===== config.mk =====
export PLATFORM = sky130hd
export DESIGN_NAME = control_pasos_frec
export DESIGN_NICKNAME = d
export VERILOG_FILES = /design/src/rtl/control_pasos_frec_pkg.sv /design/src/rtl/control_pasos_frec_temporizador_ms.sv /design/src/rtl/control_pasos_frec.sv
export SDC_FILE = /design/constraint.sdc
export NUM_CORES = 1
export LEC_CHECK = 0
export CAP_MARGIN = 15
export CORE_MARGIN = 10
export CORE_UTILIZATION = 55
export DETAILED_ROUTE_END_ITERATION = 10
export PLACE_DENSITY_LB_ADDON = 0.15
export REMOVE_ABC_BUFFERS = 1
export SKIP_CTS_REPAIR_TIMING = 1
export SLEW_MARGIN = 15
export SYNTH_ARGS = -nofsm -noshare
export SYNTH_HDL_FRONTEND = slang
export SYNTH_SLANG_ARGS = --single-unit

===== constraint.sdc =====
create_clock -name CLK_100MHz -period 5.7 [get_ports CLK_100MHz]
set_clock_uncertainty 0.15 [all_clocks]
set_input_delay 0.57 -clock CLK_100MHz [delete_from_list [all_inputs] [get_ports CLK_100MHz]]
set_output_delay 0.57 -clock CLK_100MHz [all_outputs]
set_load 0.01 [all_outputs]

===== src/rtl/control_pasos_frec_pkg.sv =====
// Shared constants for the frequency-step controller: state encodings, level range,
// default millisecond timings and the saturating step helper.
package control_pasos_frec_pkg;

  typedef enum logic [2:0] {
    S_IDLE     = 3'd0,
    S_DEBOUNCE = 3'd1,
    S_STEP     = 3'd2,
    S_HOLD     = 3'd3,
    S_REPEAT   = 3'd4,
    S_SWEEP    = 3'd5
  } estado_t;

  localparam logic [2:0] NIVEL_MAX = 3'd7;
  localparam int TMR_W = 10;

  localparam int DEB_MS_DEF   = 20;
  localparam int REP_DLY_DEF  = 500;
  localparam int REP_MS_DEF   = 200;
  localparam int SWEEP_MS_DEF = 1000;

  // {up, down} command for a step in direction 'up', dropped at the range ends
  function automatic logic [1:0] paso_cmd(input logic up, input logic [2:0] niv);
    return {up && (niv != NIVEL_MAX), !up && (niv != 3'd0)};
  endfunction

endpackage


===== src/rtl/control_pasos_frec_temporizador_ms.sv =====
// Shared millisecond timer: counts tick strobes and flags the one that reaches limite,
// then restarts so a state can use it as a periodic timebase.
module temporizador_ms
  import control_pasos_frec_pkg::*;
(
  input  logic             clk,
  input  logic             rst,
  input  logic             tick,
  input  logic             clear,
  input  logic [TMR_W-1:0] limite,
  output logic             fin
);

  logic [TMR_W-1:0] cnt;

  // A tick during clear is dropped, so the state-entry cycle never counts
  assign fin = tick && !clear && (cnt == limite - TMR_W'(1));

  always_ff @(posedge clk or posedge rst) begin
    if (rst)        cnt <= '0;
    else if (clear) cnt <= '0;
    else if (fin)   cnt <= '0;
    else if (tick)  cnt <= cnt + TMR_W'(1);
  end

endmodule


===== src/rtl/control_pasos_frec.sv =====
// Step controller: debounces up/down buttons, auto-repeats on hold and runs a
// triangular sweep of the 3-bit level, emitting one-cycle step commands.
module control_pasos_frec
  import control_pasos_frec_pkg::*;
#(
  parameter int DEB_MS   = DEB_MS_DEF,
  parameter int REP_DLY  = REP_DLY_DEF,
  parameter int REP_MS   = REP_MS_DEF,
  parameter int SWEEP_MS = SWEEP_MS_DEF
) (
  input  logic       CLK_100MHz,
  input  logic       reset,
  input  logic       tick_1kHz,
  input  logic       aumentar,
  input  logic       disminuir,
  input  logic       funct_select,
  input  logic       modo_barrido,
  input  logic [2:0] nivel,
  output logic       paso_up,
  output logic       paso_down,
  output logic       ocupado,
  output logic [2:0] estado
);

  estado_t          state;
  logic             dir_up;
  logic             sweep_up;
  logic             clear_q;
  logic             clear_t;
  logic             fin;
  logic             held_ok;
  logic             sweep_dir;
  logic [TMR_W-1:0] limite;

  // Latched button still alone; releasing it or adding the other one both fail this
  assign held_ok   = dir_up ? (aumentar && !disminuir) : (disminuir && !aumentar);
  assign sweep_dir = (nivel == NIVEL_MAX) ? 1'b0 :
                     (nivel == 3'd0)      ? 1'b1 : sweep_up;

  always_comb begin
    limite = '0;
    case (state)
      S_DEBOUNCE: limite = TMR_W'(DEB_MS);
      S_HOLD:     limite = TMR_W'(REP_DLY);
      S_REPEAT:   limite = TMR_W'(REP_MS);
      S_SWEEP:    limite = TMR_W'(SWEEP_MS);
      default:    limite = '0;
    endcase
  end

  assign clear_t = clear_q || (state == S_IDLE) || (state == S_STEP);

  temporizador_ms u_tmr (
    .clk    (CLK_100MHz),
    .rst    (reset),
    .tick   (tick_1kHz),
    .clear  (clear_t),
    .limite (limite),
    .fin    (fin)
  );

  assign estado  = state;
  assign ocupado = (state != S_IDLE);

  // clear_q is raised on every transition so the new state starts from a fresh count
  always_ff @(posedge CLK_100MHz or posedge reset) begin
    if (reset) begin
      state     <= S_IDLE;
      dir_up    <= 1'b1;
      sweep_up  <= 1'b1;
      clear_q   <= 1'b0;
      paso_up   <= 1'b0;
      paso_down <= 1'b0;
    end else begin
      paso_up   <= 1'b0;
      paso_down <= 1'b0;
      clear_q   <= 1'b0;
      if (funct_select) begin
        state   <= S_IDLE;
        clear_q <= 1'b1;
      end else begin
        case (state)
          S_IDLE: begin
            if (modo_barrido) begin
              state   <= S_SWEEP;
              clear_q <= 1'b1;
            end else if (aumentar != disminuir) begin
              state   <= S_DEBOUNCE;
              dir_up  <= aumentar;
              clear_q <= 1'b1;
            end
          end
          S_DEBOUNCE: begin
            if (!held_ok) begin
              state   <= S_IDLE;
              clear_q <= 1'b1;
            end else if (fin) begin
              // pulse is driven while in STEP, one cycle after the qualifying tick
              state                <= S_STEP;
              clear_q              <= 1'b1;
              {paso_up, paso_down} <= paso_cmd(dir_up, nivel);
            end
          end
          S_STEP: begin
            state   <= S_HOLD;
            clear_q <= 1'b1;
          end
          S_HOLD: begin
            if (!held_ok) begin
              state   <= S_IDLE;
              clear_q <= 1'b1;
            end else if (fin) begin
              state                <= S_REPEAT;
              clear_q              <= 1'b1;
              {paso_up, paso_down} <= paso_cmd(dir_up, nivel);
            end
          end
          S_REPEAT: begin
            if (!held_ok) begin
              state   <= S_IDLE;
              clear_q <= 1'b1;
            end else if (fin) begin
              {paso_up, paso_down} <= paso_cmd(dir_up, nivel);
            end
          end
          S_SWEEP: begin
            if (!modo_barrido) begin
              state   <= S_IDLE;
              clear_q <= 1'b1;
            end else if (fin) begin
              sweep_up             <= sweep_dir;
              {paso_up, paso_down} <= {sweep_dir, !sweep_dir};
            end
          end
          default: begin
            state   <= S_IDLE;
            clear_q <= 1'b1;
          end
        endcase
      end
    end
  end

endmodule


==> metrics.csv, run 1 <==
stage,metric,value,unit
run_status,outcome,finished clean,
logic_synthesis,top cell type's share of synthesized area,0.262,
logic_synthesis,total number of yosys warnings,0,
placement,Worst Setup Slack post-DPL,2.55,ns
logic_synthesis,post-synth top area cell,dfrtp_1,
die,Ports,16,
routing,Routed Wire Length,3.67,mm
timing,post-route clock period utilization,0.504,
routing,Routed WL per cell,17.3,um
die,std cell rows,19,
power,post-layout total power,421,uW
routing,number of iterations in the first detailed-routing pass,4,
grt,first-pass GRT wire length,6.27,mm
min_path,type of the tightest min-delay check,reg -> reg,
grt,sum of overflow across all layers after global routing,0,
clock_tree,clock net sink count,18,
grt,combined global-route utilization of all metal layers,0.144,
critical_path,arrival time of data at the critical path endpoint,2.91,ns
critical_path,family of cells with the greatest summed delay on the critical path,compound AO/OA/AOI/OAI gates,
logic_synthesis,"Async S/R FF share, synth",1.00,
final_layout,fraction of layout cells with a size suffix above 1,0.116,
timing,slew margin rel.,0.320,
die,Core Area,0.00271,mm2
clock_tree,CTS Root Cell,clkbuf_4,
placement,DP Wirelength,2.68,mm
routing,First DRT Iteration DRCs,131,
grt,number of antenna violations at the first check in global routing,0,
logic_synthesis,post-synthesis sequential area ratio,0.296,
grt,pin count of the biggest net entering global routing,24,
routing,detail-routed via count per cell,6.46,
logic_synthesis,netlist area before placement,0.00153,mm2
routing,number of nets with antenna violations after routing,0,
logic_synthesis,synth cell count leaders,"nand2_1, dfrtp_1, nor2_1",
logic_synthesis,synthesis-stage register bit count,18,
timing,"Min Clock Period, post-route",2.88,ns
logic_synthesis,largest cells by area after synthesis,"dfrtp_1, nand2_1, dfstp_2",
timing,endpoints failing setup,0,
clock_tree,Clock Tree Buf Depth,2,
die,starting utilization of the core area,0.564,
final_layout,# nets final,195,
timing,Least-Margin Pin Slew,1.01,ns
critical_path,cells along the critical path,clkdlybuf4s50_1 -> inv_1 -> ha_1 -> or4b_1 -> a211oi_1 -> a311o_1 -> o31a_1 -> mux2_4,
critical_path,startpoint types,input pin,
power,LEAKAGE,0.000647,uW
logic_synthesis,Avg Inst Size Synth,8.83,um2
power,ratio of total power to cell area,251,mW/mm2
logic_synthesis,most common cell in the synthesized netlist,nand2_1,
timing,final count of pins violating max slew,0,
timing,unrepaired setup endpoints after global routing,false,
routing,remaining design rule violation count,0,
die,Horiz. Die Dim,72.7,um
logic_synthesis,top_reg_cell synth,dfrtp_1,
clock_tree,clock tree from TritonCTS,done,
logic_synthesis,number of enable flip-flop cells after synthesis,0,
run,maxcap violations,0,
clock_tree,Clock Latency Late Sink,0.30,ns
critical_path,master of the slowest instance on the critical path,clkdlybuf4s50_1,
timing,Final Hold Violating Endpoints,0,
timing,fin worst setup slack,2.83,ns
clock_tree,H-Tree Level Count,1,
critical_path,worst-path maximum fanout,4,
final_layout,area growth from synthesis to layout,10.1,%
placement,GP Congestion,0.892,
grt,vias in the first global route,1333,
timing,highest achievable clock rate,0.348,GHz
critical_path,Crit Path Category,in -> reg,
die,DIE HEIGHT,72.7,um
final_layout,filler cell count in the final layout,224,
routing,routed vias,1370,
final_layout,antenna diode count,0,
critical_path,nature of the critical path endpoint,flop,
timing,Min Hold Slack,0.379,ns
die,die area,0.00529,mm2
timing,Setup Total Neg Slack,0,ns
critical_path,required time of the worst setup path,5.74,ns
power,VDD IR max,0.229,mV
clock_tree,clock transition at the register clock pins on the worst setup and hold paths after CTS,0.10,ns
critical_path,WP buf/inv,2,
placement,total of buffers placed on input and output ports,15,
clock_tree,clock buffers created by TritonCTS,3,
logic_synthesis,Post-Synthesis Cells,173,
logic_synthesis,number of distinct standard cells referenced by the synthesized netlist,58,
critical_path,max incr delay on CP,0.49,ns
-- cell usage in the layout (no fill, tap or decap), types with 4 or more instances in the layout --
cell             Yosys  layout
and3_1               4       4
clkdlybuf4s50_1      0      15
dfrtp_1             16      16
inv_1                8       8
mux2i_1              4       4
nand2_1             18      18
nand2b_1             6       6
nand3_1              5       5
nor2_1              10      10
nor3_1               6       6
nor4_1               5       5
o211ai_1             5       5
o21ai_0              9       9
-- sequential cells by signal, summed over array words and instances (netlist names) --
signal / flops
clear_q: 1
dir_up: 1
paso_down: 1
paso_up: 1
u_tmr.cnt: 10
sweep_up: 1
estado: 3
-- per-layer routing --
| metal | up-vias | global-route usage | wire, um |
|---|---|---|---|
| met2 | 54 | 0.221 | 1720 |
| met4 | 0 | 0.0506 | 38 |
| met5 | - | 0 | 0 |
| met3 | 4 | 0.0286 | 289 |
| met1 | 643 | 0.194 | 1620 |
| li1 | 669 | - | - |
-- path summary, 6_finish.rpt --
check,slack (ns),depth (start not counted),to,startpoint
min,0.38,2,dir_up$_DFFE_PP1P_,dir_up$_DFFE_PP1P_
max reg2reg,3.03,5,estado[0]$_DFFE_PP0P_,estado[0]$_DFFE_PP0P_
max in group asynchronous,4.42,2,paso_up$_DFF_PP0_,reset
min reg2reg,0.38,2,dir_up$_DFFE_PP1P_,dir_up$_DFFE_PP1P_
max,2.83,8,estado[0]$_DFFE_PP0P_,aumentar
min in group asynchronous,0.52,2,u_tmr.cnt[6]$_DFFE_PP0P_,reset
-- worst min-delay path: stages (launching register included) --
cell and delay (ns):
dfstp_2 0.40, inv_1 0.06, mux2i_1 0.07
-- through the flow --
step | util | cells | cell area [um2]
final | 0.620 | 212 | 1680
after global routing | 0.620 | 212 | 1680
after CTS | 0.620 | 212 | 1680
after detailed placement | 0.607 | 208 | 1650
after global placement | 0.607 | 208 | 1650
after floorplan | - | 162 | 1460
-- logic make-up after synthesis --
family                   share of synthesized area
XOR/XNOR                                    0.0287
buffers and inverters                       0.0663
AO/OA/AOI/OAI                                0.271
AND/OR/NAND/NOR                              0.260
multiplexers                                0.0532
flip-flops                                   0.296
adder cells (fa/ha/maj)                     0.0246
-- cell type report --
| cell class | instances | area, um2 | share of cell area |
|---|---|---|---|
| timing repair buffer | 15 | 150 | 0.0893 |
| sequential | 18 | 453 | 0.269 |
| clock buffer | 4 | 36.3 | 0.0216 |
| multi-input combinational | 136 | 973 | 0.579 |
| tap | 31 | 38.8 | 0.0231 |
| inverter | 8 | 30.0 | 0.0179 |
-- power breakdown --
part | switching [uW] | total [uW] | internal (uW)
registers | 32.0 | 172 | 140
clock network | 42.0 | 80.9 | 38.9
logic | 90.1 | 168 | 78.1
Power figures use the tool's default switching activity.
==> inputs of run 2 (changes only) <==
clock period = 2.7 ns   (was 5.7 ns; I/O delays follow)
==> run 2 against run 1 <==
  * Clock-buffer cell count stayed put
  * Combinational power rose to 2.6 times the previous value
  * Final cell count is 6.6% higher
  * Die area stayed put
  * Critical path depth did not move
  * Register-to-register slack got worse by 2.8 ns
  * Utilization rose by 3.9 points
  * Highest routed layer unchanged
==> metrics.csv, run 2 (synthesis results as in run 1) <==
stage,metric,value,unit,change
run_status,outcome,finished clean,,
critical_path,arrival time of data at the critical path endpoint,2.58,ns,-0.33 ns
critical_path,master of the slowest instance on the critical path,clkdlybuf4s50_1,,
run,maxcap violations,0,,unchanged
die,Core Area,0.00271,mm2,unchanged
routing,Routed Wire Length,3.98,mm,+8.3%
grt,combined global-route utilization of all metal layers,0.158,,+0.0141
die,die area,0.00529,mm2,unchanged
routing,routed vias,1455,,+6.2%
critical_path,flop-to-flop setup slack,0.23,ns,-2.80 ns
placement,cell area after placement,0.00175,mm2,+6.4%
placement,GP Congestion,0.922,,+3.4%
critical_path,WP buf/inv,2,,unchanged
die,DIE HEIGHT,72.7,um,unchanged
critical_path,family of cells with the greatest summed delay on the critical path,compound AO/OA/AOI/OAI gates,,
clock_tree,clock transition at the register clock pins on the worst setup and hold paths after CTS,0.11,ns,about the same
timing,unrepaired setup endpoints after global routing,false,,
placement,DP Wirelength,2.93,mm,+9.2%
timing,final count of pins violating max slew,0,,unchanged
final_layout,"commonest non-fill, non-tap cells in the layout","nand2_1, dfrtp_1, clkdlybuf4s50_1, buf_4, nor2_1",,
timing,post-route clock period utilization,0.936,,
final_layout,antenna diode count,0,,unchanged
die,std cell rows,19,,unchanged
critical_path,nature of the critical path endpoint,flop,,
power,ratio of total power to cell area,530,mW/mm2,+110%
min_path,type of the tightest min-delay check,in -> async,,
timing,highest achievable clock rate,0.396,GHz,
critical_path,Crit Path Category,in -> reg,,
power,clock power share,0.186,,-0.006
timing,endpoints failing setup,0,,unchanged
power,Sequential Power Share,0.358,,-0.050
critical_path,required time of the worst setup path,2.75,ns,-2.99 ns
grt,number of antenna violations at the first check in global routing,0,,unchanged
timing,slew margin rel.,0.505,,+0.185
clock_tree,CTS Root Cell,clkbuf_4,,
die,Horiz. Die Dim,72.7,um,unchanged
critical_path,worst-path maximum fanout,4,,unchanged
grt,first-pass GRT wire length,6.80,mm,+8.6%
final_layout,area growth from synthesis to layout,17.0,%,
power,VDD IR max,0.434,mV,+89%
critical_path,launch point of the worst reg-to-reg path,estado[0]$_DFFE_PP0P_,,
power,part of the power in combinational logic,0.456,,+0.057
critical_path,startpoint types,input pin,,
final_layout,# nets final,209,,+7.2%
grt,pin count of the biggest net entering global routing,19,,-21%
critical_path,cell depth of the worst flop-to-flop path,7,,+2
die,Ports,16,,unchanged
timing,Setup Total Neg Slack,0,ns,unchanged
final_layout,Post-Layout Inst Area,0.00179,mm2,+6.2%
routing,First DRT Iteration DRCs,120,,-8.4%
clock_tree,clock net sink count,18,,unchanged
power,post-layout total power,946,uW,+120%
grt,sum of overflow across all layers after global routing,0,,unchanged
critical_path,max incr delay on CP,0.49,ns,about the same
power,Int Power,579,uW,+130%
placement,Worst Setup Slack post-DPL,-0.118,ns,-2.67 ns
final_layout,most common library cell in the layout ignoring fill and taps,nand2_1,,
critical_path,reg-to-reg endpoint,estado[1]$_DFFE_PP0P_,,
placement,total of buffers placed on input and output ports,15,,unchanged
final_layout,fraction of layout cells with a size suffix above 1,0.179,,+0.0635
timing,"Min Clock Period, post-route",2.53,ns,
final_layout,top register by number of flip-flops,u_tmr.cnt,,
power,switching share of power,0.389,,-0.00101
routing,Routed WL per cell,17.6,um,+1.5%
clock_tree,H-Tree Level Count,1,,unchanged
timing,Final Hold Violating Endpoints,0,,unchanged
timing,fin worst setup slack,0.173,ns,-2.65 ns
power,LEAKAGE,0.000716,uW,+11%
clock_tree,Clock Tree Buf Depth,2,,unchanged
clock_tree,clock tree from TritonCTS,done,,
grt,vias in the first global route,1444,,+8.3%
die,starting utilization of the core area,0.564,,unchanged
power,switching power of the nets,368,uW,+120%
timing,Least-Margin Pin Slew,0.742,ns,-0.270 ns
routing,number of nets with antenna violations after routing,0,,unchanged
routing,detail-routed via count per cell,6.44,,-0.37%
clock_tree,Clock Latency Late Sink,0.30,ns,about the same
routing,remaining design rule violation count,0,,unchanged
clock_tree,clock buffers created by TritonCTS,3,,unchanged
critical_path,cells along the critical path,clkdlybuf4s50_1 -> inv_1 -> ha_1 -> or4b_1 -> a211oi_1 -> a311o_1 -> o31a_1 -> mux2_4,,
final_layout,Largest register FFs,10,,unchanged
routing,number of iterations in the first detailed-routing pass,4,,unchanged
## run 2: cell types whose count changed in the layout (fill, tap and decap cells not counted), sizes merged
| cell | previous run | this run |
|---|---|---|
| buf | 0 | 14 |
## run 2: worst max-delay path by stage
| stage | start | to | slack, ns | cells past startpoint |
|---|---|---|---|---|
| after floorplan | estado[0]$_DFFE_PP0P_ | estado[0]$_DFFE_PP0P_ | 0.32 | 5 |
| after CTS | aumentar | estado[0]$_DFFE_PP0P_ | 0.21 | 8 |
| after detailed placement | aumentar | estado[0]$_DFFE_PP0P_ | -0.12 | 8 |
| after global routing | aumentar | estado[2]$_DFFE_PP0P_ | 0.02 | 8 |
| after global placement | aumentar | estado[2]$_DFFE_PP0P_ | -0.06 | 8 |
| final | aumentar | estado[0]$_DFFE_PP0P_ | 0.17 | 8 |
## run 2: final cells by class
class,count,area [um2]
clock buffers,4,36.3
fillers,234,923
inverters,8,30.0
multi-input cells,136,973
flip-flops and latches,18,453
well taps,31,38.8
repair buffers,29,255
## run 2: power by group through the flow
| stage | Combinational [uW] | Sequential (uW) | Clock, uW |
|---|---|---|---|
| after global routing | 472 | 345 | 187 |
| after CTS | 428 | 339 | 183 |
| after detailed placement | 426 | 344 | 0 |
| after global placement | 417 | 342 | 0 |
| final | 431 | 339 | 176 |
| after floorplan | 244 | 355 | 0 |
## run 2: metal layers
| metal | vias to the layer above | part of all wire | GRT usage |
|---|---|---|---|
| met5 | - | 0 | 0 |
| met4 | 0 | 0.018 | 0.0654 |
| met3 | 8 | 0.065 | 0.0327 |
| met2 | 45 | 0.46 | 0.246 |
| met1 | 701 | 0.46 | 0.206 |
| li1 | 701 | - | - |
## run 2: metrics by stage
stage          instances  hold slack [ns]   util
6_report             226            0.233  0.659
5_1_grt              226            0.268  0.659
4_1_cts              226            0.243  0.659
3_5_place_dp         222            0.366  0.646
3_3_place_gp         222            0.361  0.646
2_1_floorplan        162           0.0571      -
==> inputs of run 3 (changes only) <==
PLACE_DENSITY_LB_ADDON = 0.05   (was 0.15)
==> run 3 against run 2 <==
  * Hold slack got worse by 0.018 ns
  * Combinational power rose by 6.5%
  * Die area is the same
  * Sequential power shrank 3%
  * Global-route usage down 0.54 points
  * Critical path depth did not move
  * Total power grew 0.94%
  * Flip-flop and latch count unchanged
  * Sequential share of layout area is 0.18 points lower
  * Final cell count increased by 0.88%
  * Worst setup slack better by 0.0033 ns
  * Critical endpoint unchanged
  * Highest routed layer unchanged
==> metrics.csv, run 3 (synthesis results as in run 1) <==
stage,metric,value,unit,change
run,maxcap violations,0,,unchanged
timing,"Min Clock Period, post-route",2.52,ns,-0.00333 ns
routing,remaining design rule violation count,0,,unchanged
timing,Min Hold Slack,0.214,ns,-0.0184 ns
die,Ports,16,,unchanged
die,Core Area,0.00271,mm2,unchanged
placement,DP Wirelength,2.93,mm,+0.17%
timing,slew margin rel.,0.540,,+0.0352
routing,routed vias,1420,,-2.4%
timing,endpoints failing setup,0,,unchanged
grt,first-pass GRT wire length,6.78,mm,-0.41%
clock_tree,clock transition at the register clock pins on the worst setup and hold paths after CTS,0.11,ns,about the same
clock_tree,clock tree from TritonCTS,done,,
clock_tree,Clock Tree Buf Depth,2,,unchanged
timing,final count of pins violating max slew,0,,unchanged
timing,Setup Total Neg Slack,0,ns,unchanged
critical_path,startpoint types,input pin,,
clock_tree,Clock Latency Late Sink,0.29,ns,about the same
run_status,outcome,finished clean,,
critical_path,nature of the critical path endpoint,flop,,
power,LEAKAGE,0.000726,uW,+1.3%
placement,GP Congestion,0.894,,-3.1%
timing,unrepaired setup endpoints after global routing,false,,
final_layout,# nets final,211,,+0.96%
critical_path,arrival time of data at the critical path endpoint,2.57,ns,about the same
critical_path,reg-to-reg endpoint,estado[1]$_DFFE_PP0P_,,
routing,Routed Wire Length,3.88,mm,-2.4%
die,DIE HEIGHT,72.7,um,unchanged
min_path,type of the tightest min-delay check,in -> async,,
die,std cell rows,19,,unchanged
critical_path,launch point of the worst reg-to-reg path,estado[2]$_DFFE_PP0P_,,
grt,sum of overflow across all layers after global routing,0,,unchanged
clock_tree,clock buffers created by TritonCTS,3,,unchanged
critical_path,cell depth of the worst flop-to-flop path,6,,-1
routing,Routed WL per cell,17.0,um,-3.3%
die,die area,0.00529,mm2,unchanged
timing,Least-Margin Pin Slew,0.689,ns,-0.0528 ns
grt,combined global-route utilization of all metal layers,0.152,,-0.00545
timing,Final Hold Violating Endpoints,0,,unchanged
clock_tree,CTS Root Cell,clkbuf_4,,
final_layout,"commonest non-fill, non-tap cells in the layout","nand2_1, dfrtp_1, clkdlybuf4s50_1, buf_4, nor2_1",,
clock_tree,H-Tree Level Count,1,,unchanged
power,ratio of total power to cell area,531,mW/mm2,+0.23%
grt,pin count of the biggest net entering global routing,19,,unchanged
die,starting utilization of the core area,0.564,,unchanged
placement,total of buffers placed on input and output ports,15,,unchanged
routing,number of nets with antenna violations after routing,0,,unchanged
final_layout,top register by number of flip-flops,u_tmr.cnt,,
critical_path,Crit Path Category,in -> reg,,
final_layout,number of standard cells in the final layout excluding fillers,228,,+0.88%
timing,post-route clock period utilization,0.935,,-0.00123
routing,First DRT Iteration DRCs,59,,-51%
routing,number of iterations in the first detailed-routing pass,4,,unchanged
final_layout,most common library cell in the layout ignoring fill and taps,nand2_1,,
critical_path,flop-to-flop setup slack,0.22,ns,about the same
clock_tree,clock net sink count,18,,unchanged
routing,detail-routed via count per cell,6.23,,-3.3%
grt,vias in the first global route,1445,,+0.069%
final_layout,area growth from synthesis to layout,17.8,%,
die,Horiz. Die Dim,72.7,um,unchanged
critical_path,worst-path maximum fanout,4,,unchanged
timing,highest achievable clock rate,0.396,GHz,+0.13%
final_layout,Largest register FFs,10,,unchanged
final_layout,fraction of layout cells with a size suffix above 1,0.188,,+0.00833
placement,Cell Count Post-Placement,223,,+0.45%
power,post-layout total power,955,uW,+0.94%
critical_path,required time of the worst setup path,2.74,ns,about the same
final_layout,antenna diode count,0,,unchanged
grt,number of antenna violations at the first check in global routing,0,,unchanged
power,VDD IR max,0.445,mV,+2.6%
[run 3: changes by cell type in the layout (fill, tap and decap cells not counted), sizes merged]
cell    before  now
buf         14   15
clkbuf       4    5
[run 3: area by class of cell]
type	instances	area, um2
inverter	8	30.0
fill	224	911
sequential	18	453
multi-input combinational	136	973
tap	31	38.8
clock buffer	4	36.3
timing repair buffer	31	268
[run 3: worst max-delay path by stage]
| stage | from | to | slack [ns] | depth (start not counted) |
|---|---|---|---|---|
| 2_1_floorplan | estado[0]$_DFFE_PP0P_ | estado[0]$_DFFE_PP0P_ | 0.32 | 5 |
| 4_1_cts | aumentar | estado[0]$_DFFE_PP0P_ | 0.17 | 8 |
| 3_5_place_dp | aumentar | estado[0]$_DFFE_PP0P_ | -0.15 | 8 |
| 5_1_grt | aumentar | estado[0]$_DFFE_PP0P_ | 0.11 | 8 |
| 6_report | aumentar | estado[0]$_DFFE_PP0P_ | 0.18 | 8 |
| 3_3_place_gp | aumentar | estado[2]$_DFFE_PP0P_ | -0.05 | 8 |
[run 3: worst max-delay path, cell delays in order]
cell and delay, ns:
clkdlybuf4s50_1 0.47, inv_1 0.06, ha_1 0.29, or4b_1 0.44
a211oi_1 0.30, a311o_1 0.16, o31a_1 0.25, mux2_4 0.32
[run 3: where the power goes]
| group | switching (uW) | internal, uW |
|---|---|---|
| registers | 31.4 | 296 |
| clock network | 86.5 | 82.2 |
| logic | 248 | 211 |
| total | 365 | 590 |
[run 3: metal layers]
layer / routed length [um] / track usage / share of wire
met4: 18 / 0.0549 / 0.0046
met2: 1820 / 0.244 / 0.47
met1: 1800 / 0.196 / 0.46
met5: 0 / 0 / 0
met3: 240 / 0.0313 / 0.062
[run 3: stage by stage]
step	setup slack (ns)	area (um2)	util
finish	0.176	1800	0.664
global placement	-0.0507	1760	0.649
detailed placement	-0.149	1760	0.649
floorplan	0.321	1460	-
CTS	0.171	1790	0.662
global route	0.106	1800	0.664
